File: config.mk
export PLATFORM = sky130hd
export DESIGN_NAME = transmitter_flat
export DESIGN_NICKNAME = d
export VERILOG_FILES = /design/src/rtl/uart_pkg.sv /design/src/rtl/transmitter_if.sv /design/src/rtl/uart_baud_cnt.sv /design/src/rtl/transmitter.sv /design/src/flat_wrapper.sv
export SDC_FILE = /design/constraint.sdc
export NUM_CORES = 1
export LEC_CHECK = 0
export CORE_MARGIN = 4
export CORE_UTILIZATION = 59
export CTS_BUF_LIST = sky130_fd_sc_hd__clkbuf_4
export DETAILED_ROUTE_END_ITERATION = 16
export PLACE_DENSITY = 0.86
export REMOVE_ABC_BUFFERS = 1
export SLEW_MARGIN = 0
export SYNTH_ARGS = -nofsm -noshare
export SYNTH_HDL_FRONTEND = slang
export SYNTH_SLANG_ARGS = --single-unit
File: constraint.sdc
create_clock -name clk -period 4.7 [get_ports clk]
set_input_delay 0.94 -clock clk [delete_from_list [all_inputs] [get_ports clk]]
set_output_delay 0.94 -clock clk [all_outputs]
set_load 0.005 [all_outputs]
File: src/rtl/uart_pkg.sv
// Shared UART definitions: FSM state encoding, default line parameters, sizing helpers.
// Latency: none, declarations only.
// Backpressure: none, declarations only.
package uart_pkg;

   // Frame phases shared by the transmitter and the receiver
   typedef enum logic [1:0] {
      IDLE  = 2'd0,
      START = 2'd1,
      DATA  = 2'd2,
      STOP  = 2'd3
   } uart_state_t;

   // Default frame and line settings; the integer divide truncates, so 1 MHz / 115200 gives 8
   localparam int DEF_SIZE      = 8;
   localparam int DEF_BAUD_RATE = 115200;
   localparam int DEF_CLK_FREQ  = 1000000;

   // Clocks per bit. The division truncates, so the real bit rate is slightly faster than nominal.
   function automatic int baud_count(input int clk_freq, input int baud_rate);
      return clk_freq / baud_rate;
   endfunction

   // Counter width able to hold 0..n-1. Never narrower than one bit, so a one-bit word still gets a counter.
   function automatic int cnt_width(input int n);
      return (n <= 2) ? 1 : $clog2(n);
   endfunction

   // Clocks from the accepting edge to the tx_done edge: start bit, data bits and stop bit
   function automatic int frame_clocks(input int size, input int bc);
      return (size + 2) * bc;
   endfunction

endpackage

File: src/rtl/transmitter_if.sv
// Word handshake and serial-line bundle between a UART transmitter and its user.
// Latency: none, wiring only.
// Backpressure: user may raise tx_start at any time, but a word is taken only while tx_ready is high.
interface transmitter_if
   import uart_pkg::*;
#(
   parameter int SIZE = DEF_SIZE
);
   logic            tx_start;
   logic [SIZE-1:0] data_in;
   logic            tx_ready;
   logic            tx;
   logic            tx_busy;
   logic            tx_done;

   // User side: offers words and watches the line and the status flags
   modport master (
      output tx_start,
      output data_in,
      input  tx_ready,
      input  tx,
      input  tx_busy,
      input  tx_done
   );

   // Transmitter side
   modport slave (
      input  tx_start,
      input  data_in,
      output tx_ready,
      output tx,
      output tx_busy,
      output tx_done
   );
endinterface

File: src/rtl/uart_baud_cnt.sv
// Bit-period timer: counts clocks within one bit and flags the final clock of the bit.
// Latency: bit_end is combinational from the count; the count advances one step per enabled clock.
// Backpressure: none; the owner clears the count at each bit boundary.
module uart_baud_cnt #(
   parameter int BAUD_COUNT = 8,
   parameter int W          = 3
) (
   input  logic clk,
   input  logic rst,
   input  logic en,
   input  logic clr,
   output logic bit_end
);
   localparam logic [W-1:0] LAST = W'(BAUD_COUNT - 1);
   localparam logic [W-1:0] ONE  = W'(1);

   logic [W-1:0] count;

   // Final clock of the current bit period
   assign bit_end = (count == LAST);

   // The count stops at the terminal value and only clr returns it to zero, so it can never overflow
   always_ff @(posedge clk or negedge rst) begin
      if (!rst) begin
         count <= '0;
      end else if (clr) begin
         count <= '0;
      end else if (en && !bit_end) begin
         count <= count + ONE;
      end
   end
endmodule

File: src/rtl/transmitter.sv
// UART transmitter: 1 start bit, SIZE data bits sent LSB first, 1 stop bit, each bit BAUD_COUNT clocks.
// Latency: tx falls on the accepting edge; tx_done pulses (SIZE+2)*BAUD_COUNT clocks after that edge.
// Backpressure: tx_ready is high in IDLE and in the last STOP clock; tx_start is ignored otherwise, nothing is queued.
module transmitter
   import uart_pkg::*;
#(
   parameter int SIZE      = DEF_SIZE,
   parameter int BAUD_RATE = DEF_BAUD_RATE,
   parameter int CLK_FREQ  = DEF_CLK_FREQ
) (
   input  logic          clk,
   input  logic          rst,
   transmitter_if.slave  bus
);
   // BAUD_COUNT must be at least 2 so that bit_end is never true with the counter held at zero in IDLE
   localparam int BAUD_COUNT = baud_count(CLK_FREQ, BAUD_RATE);
   localparam int BCW        = cnt_width(BAUD_COUNT);
   localparam int BW         = cnt_width(SIZE);

   localparam logic [BW-1:0] LAST_BIT = BW'(SIZE - 1);
   localparam logic [BW-1:0] BIT_ONE  = BW'(1);

   uart_state_t     state;
   uart_state_t     state_nxt;
   logic [SIZE-1:0] shreg;
   logic [SIZE-1:0] shreg_nxt;
   logic [SIZE-1:0] shifted;
   logic [BW-1:0]   bit_cnt;
   logic [BW-1:0]   bit_cnt_nxt;
   logic            tx_q;
   logic            tx_nxt;
   logic            done_q;
   logic            done_nxt;
   logic            bit_end;
   logic            cnt_en;
   logic            cnt_clr;
   logic            ready;
   logic            accept;

   // The bit timer runs only while a frame is active. It is cleared at every bit boundary and held at zero in
   // IDLE, so the first bit after an accept always starts from zero.
   assign cnt_en  = (state != IDLE);
   assign cnt_clr = (state == IDLE) || bit_end;

   uart_baud_cnt #(
      .BAUD_COUNT (BAUD_COUNT),
      .W          (BCW)
   ) u_baud_cnt (
      .clk     (clk),
      .rst     (rst),
      .en      (cnt_en),
      .clr     (cnt_clr),
      .bit_end (bit_end)
   );

   // A new word is taken when idle, or in the last STOP clock so that frames can run back to back with no gap
   assign ready  = (state == IDLE) || ((state == STOP) && bit_end);
   assign accept = bus.tx_start && ready;

   assign bus.tx_ready = ready;
   assign bus.tx       = tx_q;
   assign bus.tx_busy  = (state != IDLE);
   assign bus.tx_done  = done_q;

   // State, shift register, bit index, line and done-pulse registers
   always_ff @(posedge clk or negedge rst) begin
      if (!rst) begin
         state   <= IDLE;
         shreg   <= '0;
         bit_cnt <= '0;
         tx_q    <= 1'b1;
         done_q  <= 1'b0;
      end else begin
         state   <= state_nxt;
         shreg   <= shreg_nxt;
         bit_cnt <= bit_cnt_nxt;
         tx_q    <= tx_nxt;
         done_q  <= done_nxt;
      end
   end

   // Next-state and next-line logic. The line is registered, so each phase loads the value of the following bit.
   always_comb begin
      state_nxt   = state;
      shreg_nxt   = shreg;
      bit_cnt_nxt = bit_cnt;
      tx_nxt      = tx_q;
      done_nxt    = 1'b0;
      shifted     = shreg >> 1;

      case (state)
         IDLE: begin
            if (accept) begin
               shreg_nxt = bus.data_in;
               tx_nxt    = 1'b0;
               state_nxt = START;
            end
         end

         START: begin
            if (bit_end) begin
               tx_nxt      = shreg[0];
               bit_cnt_nxt = '0;
               state_nxt   = DATA;
            end
         end

         DATA: begin
            if (bit_end) begin
               if (bit_cnt == LAST_BIT) begin
                  tx_nxt    = 1'b1;
                  state_nxt = STOP;
               end else begin
                  shreg_nxt   = shifted;
                  tx_nxt      = shifted[0];
                  bit_cnt_nxt = bit_cnt + BIT_ONE;
               end
            end
         end

         STOP: begin
            if (bit_end) begin
               done_nxt = 1'b1;
               if (accept) begin
                  shreg_nxt = bus.data_in;
                  tx_nxt    = 1'b0;
                  state_nxt = START;
               end else begin
                  tx_nxt    = 1'b1;
                  state_nxt = IDLE;
               end
            end
         end

         default: begin
            tx_nxt    = 1'b1;
            state_nxt = IDLE;
         end
      endcase
   end
endmodule
File: src/flat_wrapper.sv
// flat-port wrapper written by rule: the top's interface ports become plain ports
module transmitter_flat import uart_pkg::*;
#(
   parameter int SIZE      = DEF_SIZE,
   parameter int BAUD_RATE = DEF_BAUD_RATE,
   parameter int CLK_FREQ  = DEF_CLK_FREQ
)
  (clk, rst, bus_tx_start, bus_data_in, bus_tx_ready, bus_tx, bus_tx_busy, bus_tx_done);
  transmitter_if #(.SIZE(SIZE)) bus_i ();
  input  logic clk;
  input  logic rst;
  input wire logic [$bits(bus_i.tx_start)-1:0] bus_tx_start;
  input wire logic [$bits(bus_i.data_in)-1:0] bus_data_in;
  output wire logic [$bits(bus_i.tx_ready)-1:0] bus_tx_ready;
  output wire logic [$bits(bus_i.tx)-1:0] bus_tx;
  output wire logic [$bits(bus_i.tx_busy)-1:0] bus_tx_busy;
  output wire logic [$bits(bus_i.tx_done)-1:0] bus_tx_done;
  assign bus_i.tx_start = bus_tx_start;
  assign bus_i.data_in = bus_data_in;
  assign bus_tx_ready = bus_i.tx_ready;
  assign bus_tx = bus_i.tx;
  assign bus_tx_busy = bus_i.tx_busy;
  assign bus_tx_done = bus_i.tx_done;
  transmitter #(.SIZE(SIZE), .BAUD_RATE(BAUD_RATE), .CLK_FREQ(CLK_FREQ)) u_core (.clk(clk), .rst(rst), .bus(bus_i));
endmodule
Word-level counts from Yosys, hierarchy flattened:

Index checks and enable logic that the tools add are counted.

* mux-type cells: 27
* equal/unequal tests: 11
* reduce and logical (&&, ||, !) cells: 15
* $add $sub $neg: 2

Operators with widths (count)
* 2-to-1 mux 8 bit: 4
* case mux 8 bit (3 select lines): 1
* 2-to-1 mux 3 bit: 5
* AND reduction 4 bit: 3
* 2-to-1 mux 2 bit: 5
* != test 2 x 1 -> 1 bit (second input constant): 5
* 2-to-1 mux 1 bit: 9
* case mux 2 bit (4 select lines): 1
* adder 3 x 1 -> 3 bit (second input constant): 2
* == test 3 bit (second input constant): 2
* case mux 3 bit (2 select lines): 1
* nonzero test 2 bit: 3
* AND reduction 5 bit: 1
* == test 2 bit (second input constant): 2
* case mux 1 bit (4 select lines): 1
* logical AND 1 bit: 3
* nonzero test 3 bit: 1
* == test 2 x 1 -> 1 bit (second input constant): 1
* zero test 2 bit: 1
* logical OR 1 bit: 2
* != test 2 bit (second input constant): 1
* zero test 1 bit: 1

* input port bits: 11
* flip-flop bits (word level): 18

Depth between registers and ports, before layout:

Gate-level depths: netlist of the first run.

* word-level depth: 7
* mapped depth: 7

Cells and area by module:

Synthesis of the first run repeated with hierarchy kept, for this count alone.

* cells, all modules: 95
* area total of the unflattened synthesis: 1097.3 sq um

By module, submodules not included
* transmitter: cells each 80, instances 1, area each 913.4 sq um
* uart_baud_cnt: cells each 15, instances 1, area each 183.9 sq um

Least setup slack after synthesis of the first run:

OpenSTA, ideal clock, no wires.

* kind: register -> output
* start: register u_core.u_baud_cnt.count[0]
* end: output port bus_tx_ready
* stages on the path, launching flop included: 5
* data arrival time: 1.025 ns
* setup slack: 2.735 ns
* path buffers: 1
* required time: 3.760 ns
* cells stage by stage: dfrtp_1 > ha_1 > ha_1 > buf_4 > a21o_1

* cells in the longest elaborated chain, start to end: 3

Ends and longest elaborated chain
* from (decl): line uart_baud_cnt.sv:17 `logic [W-1:0] count;`
* from (signal assigned): line uart_baud_cnt.sv:29 `count <= count + ONE;`
* == test 3 bit: line uart_baud_cnt.sv:20 `assign bit_end = (count == LAST);`
* logical AND 1 bit: line transmitter.sv:57 `assign ready = (state == IDLE) || ((state == STOP) && bit_end);`
* logical OR 1 bit: line transmitter.sv:57
* to (decl): line flat_wrapper.sv:14 `output wire logic [$bits(bus_i.tx_ready)-1:0] bus_tx_ready;`

Every way passes these cells.

Worst setup path in the final report of the first run:

Ends and elaborated chain as after synthesis.

==> results of run 1 <==
==> power by group <==
group / switching (mW) / total (mW) / leakage (nW) / internal, mW
combinational: 0.00409 / 0.0115 / 0.335 / 0.00737
sequential: 0 / 0.155 / 0.228 / 0.155
clock: 0.0466 / 0.0775 / 0.0154 / 0.0309
total: 0.0507 / 0.244 / 0.578 / 0.193
==> cells in the final DEF (no fill, tap or decap) <==
cell             instances
dfrtp_1                 17
mux2_2                  15
clkdlybuf4s50_1         14
ha_1                    10
o21ai_0                  7
inv_1                    6
nand2_1                  6
a21oi_1                  3
clkbuf_4                 3
and3_1                   2
a22oi_1                  2
nor2b_1                  2
nor3_1                   1
and2_1                   1
a21o_1                   1
and2b_2                  1
or3_1                    1
a221oi_2                 1
mux2i_1                  1
a31oi_1                  1
o21ai_1                  1
o211ai_1                 1
and4b_1                  1
nand2b_1                 1
a21oi_2                  1
nor3_4                   1
mux2_1                   1
clkinv_1                 1
dfstp_2                  1
==> Yosys cell counts <==
master	n	area, um2
and2_1	1	6.260
mux2i_1	1	10.01
nand2b_1	1	6.260
a31oi_1	1	6.260
and2b_2	1	8.760
nor3_1	1	5.000
o21ai_0	7	35.03
buf_4	1	7.510
and3_1	2	12.51
dfrtp_1	17	425.4
a22oi_1	2	15.01
and4b_1	1	10.01
buf_2	1	5.000
nor3_4	1	16.27
a21oi_1	3	15.01
mux2_1	1	11.26
dfstp_2	1	26.28
ha_1	10	125.1
o21ai_1	1	5.000
nand2_1	6	22.52
or3_1	1	6.260
o211ai_1	1	7.510
a21oi_2	1	8.760
a21o_1	1	7.510
a221oi_2	1	15.01
nor2b_1	2	12.51
mux2_2	15	168.9
inv_1	6	22.52
==> worst register-to-register path, stage by stage, from the launching register on <==
cell	delay, ns
dfrtp_1	0.44
inv_1	0.12
ha_1	0.40
or3_1	0.47
a221oi_2	0.36
and4b_1	0.25
a21oi_1	0.05
==> kinds of logic (layout without fill, tap and decap cells) <==
kind of cell,after synthesis,count (layout),synth area share
AOI/OAI and AO/OA,18,18,0.1125
adders and majority gates,10,10,0.1222
buffers and inverters,8,24,0.03423
DFF,18,18,0.4413
muxes,17,17,0.1858
and+or+nand+nor,17,17,0.1039
==> routing by layer <==
| layer | global-route usage | wire [um] | vias to the layer above |
|---|---|---|---|
| li1 | - | - | 345 |
| met1 | 0.2129 | 783 | 317 |
| met2 | 0.2709 | 875 | 9 |
| met3 | 0.03614 | 40 | 4 |
| met4 | 0.08295 | 39 | 0 |
| met5 | 0 | 0 | - |
==> registers in the layout (all words and copies together), names as in the netlist <==
name,cells
u_core.bit_cnt,3
u_core.bus.tx,1
u_core.bus.tx_done,1
u_core.shreg,8
u_core.state,2
u_core.u_baud_cnt.count,3
==> path summary, 6_finish.rpt <==
path	start	endpoint	slack, ns	depth (start not counted)
worst min-delay path	u_core.u_baud_cnt.count[0]$_DFF_PN0_	u_core.u_baud_cnt.count[0]$_DFF_PN0_	0.46	1
worst max register to register	u_core.state[0]$_DFFE_PN0P_	u_core.state[0]$_DFFE_PN0P_	2.50	6
max in group asynchronous	rst	u_core.shreg[1]$_DFFE_PN0P_	3.11	1
worst max-delay path	u_core.u_baud_cnt.count[0]$_DFF_PN0_	bus_tx_ready	1.94	4
min in group asynchronous	rst	u_core.bit_cnt[2]$_DFFE_PN0P_	1.10	1
worst min register to register	u_core.u_baud_cnt.count[0]$_DFF_PN0_	u_core.u_baud_cnt.count[0]$_DFF_PN0_	0.46	1
==> stage by stage <==
step | power (mW) | std cells | setup slack, ns | hold slack (ns) | area, um2
after floorplan | 0.1581 | 86 | 2.785 | 0.4150 | 1011
after global placement | 0.1694 | 116 | 2.289 | 0.4336 | 1171
after detailed placement | 0.1695 | 116 | 2.251 | 0.4426 | 1171
after CTS | 0.2478 | 120 | 1.934 | 0.4573 | 1197
after global routing | 0.2585 | 120 | 1.831 | 0.4718 | 1197
final | 0.2437 | 120 | 1.944 | 0.4580 | 1197
==> cell type report <==
type | instances | area, um2
clock buffer | 3 | 22.52
clock inverter | 1 | 3.754
fill | 115 | 379.1
inverter | 6 | 22.52
multi-input combinational | 62 | 536.8
sequential | 18 | 451.7
tap | 16 | 20.02
timing repair buffer | 14 | 140.1
==> qor.yml, run 1 <==
layout:
  final_util: 0.7595
  nets: 126
  drive_above_1_share: 0.2212
  diodes: 0
  area_delta_synth_final_pct: 16.99
placement:
  place.gp.congestion: 0.8408
  dp_hpwl_mm: 1.339
  portBuffers: 14
detailed_routing:
  remaining_drc_errors: 0
  drtPass1Iterations: 3
  wl_per_cell_um: 14.48
  via_per_inst: 5.625
  ant_nets: 0
  routed_wl_mm: 1.738
  drt_iter0_markers: 9
  num_vias: 675
cts:
  clk_latency_ns: 0.29
  post_cts_buffers: 0
  post_cts_resized: 0
  numClockSinks: 18
  path_clk_slew_ns: 0.10
  cts_tree: "done"
  cts.path.max_buffers: 2
  cts-root-buf: "clkbuf_4"
  cts_hold_buf: 0
  numCtsBuffers: 3
  cts-htree-levels: 1
power_and_ir_drop:
  peakVddDrop_v: 0.0002146
  p_per_area_nw_per_um2: 203.6
  power.leakage_nw: 0.5785
grt:
  grtUsageTotal: 0.1687
  grt_pass1_vias: 699
  antenna_found_initial: 0
  grt_pass1_wl_mm: 3.174
  grt_max_degree: 19
  gr-total-overflow: 0
sta:
  slew_viol_final: 0
  tns_ns: 0
  setup_viol_count_final: 0
  period_share: 0.5863
  fmax_mhz: 362.9
  worstMarginPinSlew_ns: 0.7930
  finClkSkew_ns: 0.004315
  min_period_ns: 2.756
  hold_violations: 0
  worst_slew_margin_rel: 0.4697
  rsz0062_at_grt: "no"
die:
  core_um2: 1577
  num_io_pins: 15
  row_count: 14
  fp.dieH_um: 49.65
  die-area_um2: 2465
  initial_core_util: 0.6492
  die_w_um: 49.65
run_status:
  status: "finished clean"
worst_setup_path:
  critPathKind: "flop to primary output"
  path_cells: "ha_1, ha_1, a21o_1, clkdlybuf4s50_1"
  cp_slowest_cell: "clkdlybuf4s50_1"
  crit_family: "adder cells"
  end_kind: "primary output"
  crit_fanout: 9
  critPathArrivalTime_ns: 1.82
  max_stage_delay_ns: 0.44
  crit_buf_inv: 1
  path_common_cell: "ha_1"
  worst_setup_path_start_kind: "flop"
  cp.required_ns: 3.76
synth:
  synth.distinct_cells: 28
  yosysWarnings: 0
  synthCells: 88
  synth.avg_cell_area_um2: 11.63
  synth_area_um2: 1023
  ys_ff_latch: 18
  synth-seq-area-share: 0.4413
job:
  drv_cap: 0
min_path:
  min_path_type: "flop to flop"
Power figures use the tool's default switching activity.
==> inputs of run 2 (changes only) <==
- CORE_UTILIZATION: 59 -> 50
- PLACE_DENSITY: 0.86 -> 0.77
- clock period: 4.7 -> 2.5 ns (I/O delays scaled with it)
==> run 2 against run 1 <==
Via count is 2.2% higher. Non-clock buffer count rose by 1. Sequential cell count is the same. Final cell count increased by 10%. Final area rose by 1.8%. Critical path type unchanged. Sequential share of layout area down 0.66 points.
==> qor.yml, run 2 (same netlist as run 1, synthesis figures left out) <==
run_status:
  status: "finished clean"
worst_setup_path:
  worst-r2r-setup-slack_ns: 0.34
  r2r-end: "u_core.state[0]$_DFFE_PN0P_"
  critPathArrivalTime_ns: 1.82
  crit_buf_inv: 1
  path_common_cell: "ha_1"
  cp.required_ns: 2.00
  end_kind: "primary output"
  critPathKind: "flop to primary output"
  crit_start: "u_core.u_baud_cnt.count[0]$_DFF_PN0_"
  crit_family: "adder cells"
  cp.depth: 4
  cp-endpoint: "bus_tx_ready"
  max_stage_delay_ns: 0.45
  path_cells: "ha_1, ha_1, a21o_1, clkdlybuf4s50_1"
  crit_fanout: 9
  crit-reg2reg-launch: "u_core.state[0]$_DFFE_PN0P_"
  rr_worst_depth: 6
  cp_slowest_cell: "clkdlybuf4s50_1"
  worst_setup_path_start_kind: "flop"
sta:
  setup_viol_count_final: 0
  period_share: 0.9273
  worst_slew_margin_rel: 0.6509
  slew_viol_final: 0
  min_period_ns: 2.318
  setup_ws_ns: 0.1818
  hold_violations: 0
  worstMarginPinSlew_ns: 0.5236
  rsz0062_at_grt: "no"
  tns_ns: 0
  fmax_mhz: 431.4
  finClkSkew_ns: 0.004442
  fin_hold_ws_ns: 0.4581
power_and_ir_drop:
  p_per_area_nw_per_um2: 376.2
  power.leakage_nw: 0.5833
  finalPower_mw: 0.4585
  peakVddDrop_v: 0.0003272
detailed_routing:
  wl_met1_um: 788
  ant_nets: 0
  routed-wl-met2_um: 809
  num_vias: 690
  drt_iter0_markers: 6
  highest_layer: "met4"
  routed_wl_mm: 1.662
  wl_per_cell_um: 12.59
  via_per_inst: 5.227
  drtPass1Iterations: 4
  remaining_drc_errors: 0
  wl_met3_um: 52
cts:
  cts_hold_buf: 0
  cts.path.max_buffers: 2
  cts_tree: "done"
  cts-htree-levels: 1
  path_clk_slew_ns: 0.10
  post_cts_resized: 0
  post_cts_buffers: 0
  numCtsBuffers: 3
  numClockSinks: 18
  cts-root-buf: "clkbuf_4"
  clk_latency_ns: 0.29
layout:
  final_util: 0.6212
  final_cell_mix: "dfrtp_1 (17), mux2_2 (15), clkdlybuf4s50_1 (14)"
  final_area_um2: 1219
  instances_no_fill: 132
  largest_register_ffs: 8
  nFillCells: 175
  layout_commonest_cell: "dfrtp_1"
  nets: 127
  diodes: 0
  regMostFlops: "u_core.shreg"
  largestRegisters: "u_core.shreg: 8 flops, u_core.bit_cnt: 3 flops, u_core.u_baud_cnt.count: 3 flops"
  drive_above_1_share: 0.2286
  area_delta_synth_final_pct: 19.07
die:
  die_w_um: 53.25
  num_io_pins: 15
  fp.dieH_um: 53.25
  initial_core_util: 0.5217
  die-area_um2: 2835
  row_count: 16
  core_um2: 1962
placement:
  dp_hpwl_mm: 1.298
  pre_cts_ws_ns: 0.3689
  portBuffers: 14
  placed_cells: 128
  postPlaceCellArea_um2: 1192
  place.gp.congestion: 0.7734
grt:
  grt_pass1_wl_mm: 2.815
  grt_max_degree: 19
  grt_pass1_vias: 649
  grtUsageTotal: 0.1363
  antenna_found_initial: 0
  gr-total-overflow: 0
min_path:
  min_path_type: "flop to flop"
job:
  drv_cap: 0
[run 2: power breakdown]
group | internal (mW) | leakage, nW | switching (mW) | total (mW)
Clock | 0.0581 | 0.0154 | 0.0868 | 0.145
Combinational | 0.0149 | 0.340 | 0.00775 | 0.0226
Sequential | 0.291 | 0.228 | 0 | 0.291
Total | 0.364 | 0.583 | 0.0946 | 0.459
[run 2: layout make-up]
| class | instances | area [um2] | area share |
|---|---|---|---|
| flip-flops and latches | 18 | 451.7 | 0.3706 |
| multi-input cells | 62 | 536.8 | 0.4405 |
| repair buffers | 15 | 147.6 | 0.1212 |
| clock inverters | 1 | 3.754 | 0.003080 |
| inverters | 6 | 22.52 | 0.01848 |
| clock buffers | 3 | 22.52 | 0.01848 |
| well taps | 27 | 33.78 | 0.02772 |
[run 2: worst min-delay path by stage]
stage	startpoint	endpoint	cells past startpoint
2_1_floorplan	rst	u_core.bit_cnt[0]$_DFFE_PN0P_	0
3_5_place_dp	u_core.u_baud_cnt.count[0]$_DFF_PN0_	u_core.u_baud_cnt.count[0]$_DFF_PN0_	1
6_report	u_core.u_baud_cnt.count[0]$_DFF_PN0_	u_core.u_baud_cnt.count[0]$_DFF_PN0_	1
4_1_cts	u_core.u_baud_cnt.count[0]$_DFF_PN0_	u_core.u_baud_cnt.count[0]$_DFF_PN0_	1
5_1_grt	u_core.u_baud_cnt.count[0]$_DFF_PN0_	u_core.u_baud_cnt.count[0]$_DFF_PN0_	1
3_3_place_gp	u_core.u_baud_cnt.count[0]$_DFF_PN0_	u_core.u_baud_cnt.count[0]$_DFF_PN0_	1
[run 2: routing by layer]
layer	track usage	vias to the layer above
met1	0.1681	330
met2	0.2306	9
met4	0.03830	0
met5	0	-
met3	0.03662	2
li1	-	349
